===== config.mk =====
export PLATFORM = sky130hd
export DESIGN_NAME = imdct_window_apply
export DESIGN_NICKNAME = d
export VERILOG_FILES = /design/src/rtl/imdct_window_apply.sv
export SDC_FILE = /design/constraint.sdc
export NUM_CORES = 1
export LEC_CHECK = 0
export ABC_AREA = 1
export CAP_MARGIN = 30
export CORE_MARGIN = 10
export CORE_UTILIZATION = 70
export CTS_CLUSTER_DIAMETER = 50
export DETAILED_ROUTE_END_ITERATION = 8
export DONT_BUFFER_PORTS = 1
export GPL_ROUTABILITY_DRIVEN = 1
export PLACE_DENSITY = 0.86
export SYNTH_ARGS = -nofsm -noshare
export SYNTH_HDL_FRONTEND = slang
export SYNTH_SLANG_ARGS = --single-unit

===== constraint.sdc =====
create_clock -name clk -period 19.2 [get_ports clk]
set_clock_uncertainty 0.15 [all_clocks]
set_input_delay 3.84 -clock clk [delete_from_list [all_inputs] [get_ports clk]]
set_output_delay 3.84 -clock clk [all_outputs]
set_load 0.02 [all_outputs]

===== src/rtl/imdct_window_apply.sv =====
`default_nettype none
// ============================================================================
// Module   : imdct_window_apply
// Purpose  : Multiplies IMDCT output samples by sine-window ROM coefficients,
//            rounding half-up and saturating to the sample width.
// Revision : 1.0 - initial release
// ============================================================================
module imdct_window_apply #(
    parameter int SAMPLE_W = 24,
    parameter int COEF_W   = 18
) (
    input  logic                       clk,
    input  logic                       reset,
    input  logic                       start,
    input  logic [1:0]                 block_type,
    output logic                       busy,
    input  logic                       in_valid,
    output logic                       in_ready,
    input  logic signed [SAMPLE_W-1:0] in_sample,
    output logic                       out_valid,
    input  logic                       out_ready,
    output logic signed [SAMPLE_W-1:0] out_sample,
    output logic                       out_last,
    output logic                       rom_enable,
    output logic [1:0]                 rom_window,
    output logic [5:0]                 rom_n,
    input  logic signed [COEF_W-1:0]   rom_data
);

    localparam logic [1:0] c_ST_IDLE = 2'd0;
    localparam logic [1:0] c_ST_LOAD = 2'd1;
    localparam logic [1:0] c_ST_MUL  = 2'd2;
    localparam logic [1:0] c_ST_OUT  = 2'd3;

    localparam int c_PROD_W = SAMPLE_W + COEF_W;
    localparam int c_FRAC   = COEF_W - 1;

    localparam logic signed [c_PROD_W-1:0] c_HALF =
        {{(c_PROD_W-c_FRAC){1'b0}}, 1'b1, {(c_FRAC-1){1'b0}}};
    localparam logic signed [c_PROD_W-1:0] c_MAX =
        {{(c_PROD_W-SAMPLE_W+1){1'b0}}, {(SAMPLE_W-1){1'b1}}};
    localparam logic signed [c_PROD_W-1:0] c_MIN = ~c_MAX;

    logic [1:0]                 r_state;
    logic [1:0]                 w_next;
    logic [1:0]                 r_type;
    logic [5:0]                 r_n;
    logic signed [SAMPLE_W-1:0] r_samp;
    logic signed [SAMPLE_W-1:0] r_out;
    logic                       r_last;
    logic [5:0]                 w_last_idx;

    logic signed [c_PROD_W-1:0] w_prod;
    logic signed [c_PROD_W-1:0] w_sum;
    logic signed [c_PROD_W-1:0] w_rnd;
    logic signed [SAMPLE_W-1:0] w_sat;

    logic w_busy;
    logic w_in_ready;
    logic w_out_valid;

    // Short windows cover 12 samples, every other type covers 36.
    assign w_last_idx = (r_type == 2'd2) ? 6'd11 : 6'd35;

    always_ff @(posedge clk) begin
        if (reset) begin
            r_state <= c_ST_IDLE;
        end else begin
            r_state <= w_next;
        end
    end

    always_comb begin
        w_next = r_state;
        case (r_state)
            c_ST_IDLE: if (start)     w_next = c_ST_LOAD;
            c_ST_LOAD: if (in_valid)  w_next = c_ST_MUL;
            c_ST_MUL:                 w_next = c_ST_OUT;
            c_ST_OUT: begin
                if (out_ready) begin
                    w_next = r_last ? c_ST_IDLE : c_ST_LOAD;
                end
            end
            default:                  w_next = c_ST_IDLE;
        endcase
    end

    always_comb begin
        w_busy      = 1'b0;
        w_in_ready  = 1'b0;
        w_out_valid = 1'b0;
        case (r_state)
            c_ST_IDLE: ;
            c_ST_LOAD: begin
                w_busy     = 1'b1;
                w_in_ready = 1'b1;
            end
            c_ST_MUL:  w_busy = 1'b1;
            c_ST_OUT: begin
                w_busy      = 1'b1;
                w_out_valid = 1'b1;
            end
            default: ;
        endcase
    end

    // rom_data arrives in MUL, one cycle after the read strobe in LOAD.
    always_comb begin
        w_prod = c_PROD_W'(r_samp) * c_PROD_W'(rom_data);
        w_sum  = w_prod + c_HALF;
        w_rnd  = w_sum >>> c_FRAC;
        if (w_rnd > c_MAX) begin
            w_sat = {1'b0, {(SAMPLE_W-1){1'b1}}};
        end else if (w_rnd < c_MIN) begin
            w_sat = {1'b1, {(SAMPLE_W-1){1'b0}}};
        end else begin
            w_sat = w_rnd[SAMPLE_W-1:0];
        end
    end

    always_ff @(posedge clk) begin
        if (reset) begin
            r_type <= 2'd0;
            r_n    <= 6'd0;
            r_samp <= '0;
            r_out  <= '0;
            r_last <= 1'b0;
        end else begin
            case (r_state)
                c_ST_IDLE: begin
                    if (start) begin
                        r_type <= block_type;
                        r_n    <= 6'd0;
                    end
                end
                c_ST_LOAD: begin
                    if (in_valid) begin
                        r_samp <= in_sample;
                    end
                end
                c_ST_MUL: begin
                    r_out  <= w_sat;
                    r_last <= (r_n == w_last_idx);
                end
                c_ST_OUT: begin
                    if (out_ready && !r_last) begin
                        r_n <= r_n + 6'd1;
                    end
                end
                default: ;
            endcase
        end
    end

    assign busy       = w_busy;
    assign in_ready   = w_in_ready;
    assign out_valid  = w_out_valid;
    assign out_sample = r_out;
    assign out_last   = r_last & w_out_valid;
    assign rom_enable = in_valid & w_in_ready;
    assign rom_window = r_type;
    assign rom_n      = r_n;

endmodule
`default_nettype wire


# --- After elaboration in Yosys (flattened, before gate mapping) ---
# Index checks and enable logic that the tools add are counted.
totals:
  reg_bits: 59
  out_inout_bits: 37
  elab_cells: 45
classes:
  addsub: 2
  multipliers: 1
  order_cmp: 2
  n_eq_ne: 9
  muxes: 14
  n_bitwise: 2
  reduce_logical: 9
ops:
  columns: ["operator", "count"]
  rows:
  - ["two-way mux 24 bit", 2]
  - ["adder 42 x 18 -> 42 bit (second input constant)", 1]
  - ["multiplier 24 x 18 -> 42 bit", 1]
  - ["greater-than comparator 25 x 24 -> 1 bit (second input constant)", 1]
  - ["< comparator 25 x 24 -> 1 bit (second input constant)", 1]
  - ["two-way mux 6 bit", 3]
  - ["one-hot mux 6 bit (2 select lines)", 1]
  - ["!= test 2 bit (second input constant)", 4]
  - ["one-hot mux 2 bit (4 select lines)", 1]
  - ["adder 6 x 1 -> 6 bit (second input constant)", 1]
  - ["== test 2 bit (second input constant)", 3]
  - ["== test 6 bit", 1]
  - ["two-way mux 2 bit", 3]
  - ["AND reduction 3 bit", 2]
  - ["two-way mux 1 bit", 4]
  - ["AND reduction 2 bit", 2]
  - ["OR reduction 3 bit", 1]
  - ["AND 1 bit", 2]
  - ["== test 2 x 1 -> 1 bit (second input constant)", 1]
  - ["zero test 2 bit", 1]
  - ["nonzero test 2 bit", 1]
  - ["logical AND 1 bit", 1]
  - ["zero test 1 bit", 1]

# --- Depth between registers and ports, before layout ---
depth:
  word_depth: 5
  depth_mapped: 33

# --- Worst setup path after synthesis ---
# OpenSTA, ideal clock, no wires.
synth_path:
  kind: "input -> register"
  startpoint: "in rom_data[0]"
  endpoint: "reg r_out[11], in the netlist out_sample[11]"
  setup_ns: 0.130
  arrival_time_ns: 9.218
  required_ns: 18.920
  path_slack_ns: 9.701
  cell_stages: 26
  n_path_buf: 2
  path_cell_list: "clkbuf_1 > nand2_1 > inv_1 > fa_1 > fa_1 > ha_1 > inv_1 > fa_1 > inv_1 > fa_1 > inv_1 > fa_1 > inv_1 > ha_1 > nand2_1 > nor2_1 > nand2_1 > nor2_1 > nand3_1 > nand3_1 > nand2_1 > nand2_4 > nand2_4 > buf_4 > nand2_1 > a21oi_4"
synth_between:
  elab_chain_len: 5
  elab_cells_between_ends: 6
synth_lines:
  columns: ["element", "line", "source"]
  rows:
  - ["start, declared", "27", "input logic signed [COEF_W-1:0] rom_data"]
  - ["multiplier 24 x 18 -> 42 bit (*)", "109", "w_prod = c_PROD_W'(r_samp) * c_PROD_W'(rom_data);"]
  - ["adder 42 x 18 -> 42 bit (*)", "110", "w_sum = w_prod + c_HALF;"]
  - ["< comparator 25 x 24 -> 1 bit", "114", "end else if (w_rnd < c_MIN) begin"]
  - ["two-way mux 24 bit", "114", null]
  - ["two-way mux 24 bit (*)", "112", "if (w_rnd > c_MAX) begin"]
  - ["end signal, assigned", "142", "r_out <= w_sat;"]
  - ["end, declared", "49", "logic signed [SAMPLE_W-1:0] r_out;"]
# Every way passes the cells marked *; elsewhere a longest branch is shown, timed or not.
# A chain may end at the register's enable or synchronous reset.

# --- Worst setup path in the final report ---
layout_path:
  startpoint: "in rom_data[0]"
  endpoint: "reg r_out[1], in the netlist out_sample[1]"
# The elaborated chain is that of the path after synthesis.

==> results.toml <==
[cts]
cts_buffer_depth = 2
cts_sinks = 59
clock_latency_ns = 0.35
cts_hold_buf = 0
cts.repair.resized = 0
htreeDepth = 3
path_clk_slew_ns = 0.06
cts_tree = "built"
numCtsBuffers = 9
post-cts-setup-buffer-count = 0
cts_root_buf = "clkbuf_16"

[routing]
wirelength_mm = 48.69
wire_per_inst_um = 17.87
dr.pass1.iters = 5
num_vias = 15220
drt_iter0_markers = 1178
ant_nets = 0
drc = 0
vias_per_cell = 5.586

[min_path]
holdPathEnd = "r_samp[1]"
hold_start = "r_samp[1]"
min_delay_path_depth = 2
hp-class = "reg -> reg"

[setup_path]
critPathRequiredTime_ns = 19.26
rr_startpoint = "r_samp[23]"
crit_path_start_kind = "input pin"
worstPathMaxFanout = 23
rr_worst_depth = 22
end_kind = "flip-flop"
critical_path_arrival_ns = 9.80
path_class = "in -> reg"
r2r_slack_ns = 12.09
rr_endpoint = "out_sample[1]"

[timing]
worst_pin_slew_ns = 0.9663
setup_tns_ns = 0
final-hold-violation-count = 0
setup_violations = 0
max_freq_mhz = 102.6
fin_crit_ns = 9.743
maxSlewHeadroom_pct = 35.49
rsz0062_at_grt = "no"
fin_hold_ws_ns = 0.3603
fin_crit_sh_pct = 50.74
slew_viol_final = 0

[logic_synthesis]
synth_cells = 2456
yosys-top-cells-count = "inv_1, nand2_1, fa_1"
synth_top_area_share_pct = 45.44
synth_ff_type = "dfxtp_1"
syn-num-nets = 3034
synthMostInstantiatedCell = "inv_1"
synthTopCellsByArea = "fa_1, inv_1, nand2_1"
synth_edf_count = 0
synth_area_um2 = 18730
ys_seq_elements = 59
postSynthAreaPerCell_um2 = 7.624
synth_cell_types = 44
yosysSeqAreaShare_pct = 6.308
yosysWarnings = 0
synthArstFlopShare_pct = 0
synth.largest_area_cell = "fa_1"

[global_route]
grt_pass1_vias = 16980
grt_usage_pct = 30.66
grt_start_max_net_pins = 36
grt_pass1_wl_mm = 82.52
grt_overflow = 0
antenna_found_initial = 0

[finish]
area_delta_synth_final_pct = 2.579
fin_area_um2 = 19210
drive_above_1_share_pct = 3.561
nets = 2961

[flow_run]
maxCapViolCount = 0

[placement]
place_congestion = 0.9350
hpwl_mm = 40.06
placed_cell_area_um2 = 18850
port_buffers = 0

[die]
initial_core_util_pct = 71.45
dieHeight_um = 183.6
num_rows = 59
ios = 86
die-area_um2 = 33690
die_w_um = 183.6
core_area_um2 = 26210

[status]
outcome = "finished clean"
==> area by class of cell <==
class | instances | area (um^2)
multi-input cells | 1571 | 14410
fillers | 1946 | 6998
inverters | 727 | 2729
flip-flops and latches | 59 | 1181
well taps | 335 | 419.2
clock buffers | 11 | 252.7
repair buffers | 15 | 112.6
clock inverters | 4 | 97.59
diodes | 2 | 5.005
==> per-layer routing <==
metal	vias to the layer above	global-route usage (%)	wire length, um
li1	6759	-	-
met1	7523	34.89	17200
met2	724	55.57	25470
met3	211	3.715	3418
met4	0	15.84	2603
met5	-	0	0
==> kinds of logic (layout without fill, tap and decap cells) <==
group	after synthesis	count (layout)	share of synthesized area [%]
buffers and inverters	826	757	16.73
adder cells (fa/ha/maj)	529	529	52.39
other	0	2	0
AO/OA/AOI/OAI	154	154	5.065
AND/OR/NAND/NOR	874	874	18.86
flip-flops	59	59	6.308
XOR/XNOR	14	14	0.6548
==> critical path: stages <==
cell     delay (ns)
nand2_1        0.05
inv_1          0.12
fa_1           0.77
fa_1           0.52
ha_1           0.55
inv_1          0.29
fa_1           0.58
inv_1          0.06
fa_1           0.53
inv_1          0.05
fa_1           0.47
inv_1          0.04
ha_1           0.35
nand2_1        0.11
nor2_1         0.19
nand2_1        0.11
nor2_1         0.17
nand3_1        0.10
nand3_1        0.09
nand2_1        0.08
nand2_4        0.11
nor2_4         0.05
nor2_8         0.41
a21oi_1        0.13
==> flip-flops by register name (all words and copies together) (netlist names) <==
signal      count
rom_n           6
r_state         2
rom_window      2
r_samp         24
out_sample     24
r_last          1
==> cell usage in the layout (no fill, tap or decap), types with 2 or more instances in the layout <==
cell	netlist	layout
diode_2	0	2
nand2_1	642	642
nor2_4	4	4
nor4_1	2	2
o21ai_0	66	66
or2_2	7	7
nand3b_1	2	2
a21oi_4	5	5
nor2_1	146	146
clkbuf_16	0	9
inv_1	726	726
nand4_1	8	8
fa_1	425	425
xnor2_1	2	2
o21bai_1	10	10
bufinv_16	0	3
a21oi_2	17	17
a21oi_1	43	43
nand3_1	29	29
clkbuf_8	0	2
buf_4	2	15
nand3_2	3	3
dfxtp_1	59	59
a21o_1	3	3
nand2_4	3	3
nor2_2	2	2
nand2_2	9	9
ha_1	104	104
nor3b_1	2	2
xor2_1	12	12
a21boi_0	4	4
nor3_1	11	11
==> worst max path at each step <==
stage | start | end | slack (ns) | cells after the start
floorplan | rom_data[0] | out_sample[11] | 9.70 | 26
detailed placement | rom_data[0] | out_sample[20] | 9.10 | 24
finish | rom_data[0] | out_sample[1] | 9.46 | 24
global placement | rom_data[0] | out_sample[20] | 9.29 | 24
CTS | rom_data[0] | out_sample[20] | 9.42 | 24
global route | rom_data[0] | out_sample[1] | 8.94 | 24
==> through the flow <==
stage	instances	worst slack, ns	utilization (%)
2_1_floorplan	2456	9.701	-
3_3_place_gp	2707	9.294	71.94
3_5_place_dp	2707	9.097	71.94
4_1_cts	2722	9.424	73.28
5_1_grt	2722	8.943	73.28
6_report	2724	9.457	73.30
Power is left out: the tool's default activity adds up to more than one toggle a clock period on the data nets, which glitch-free logic cannot reach.
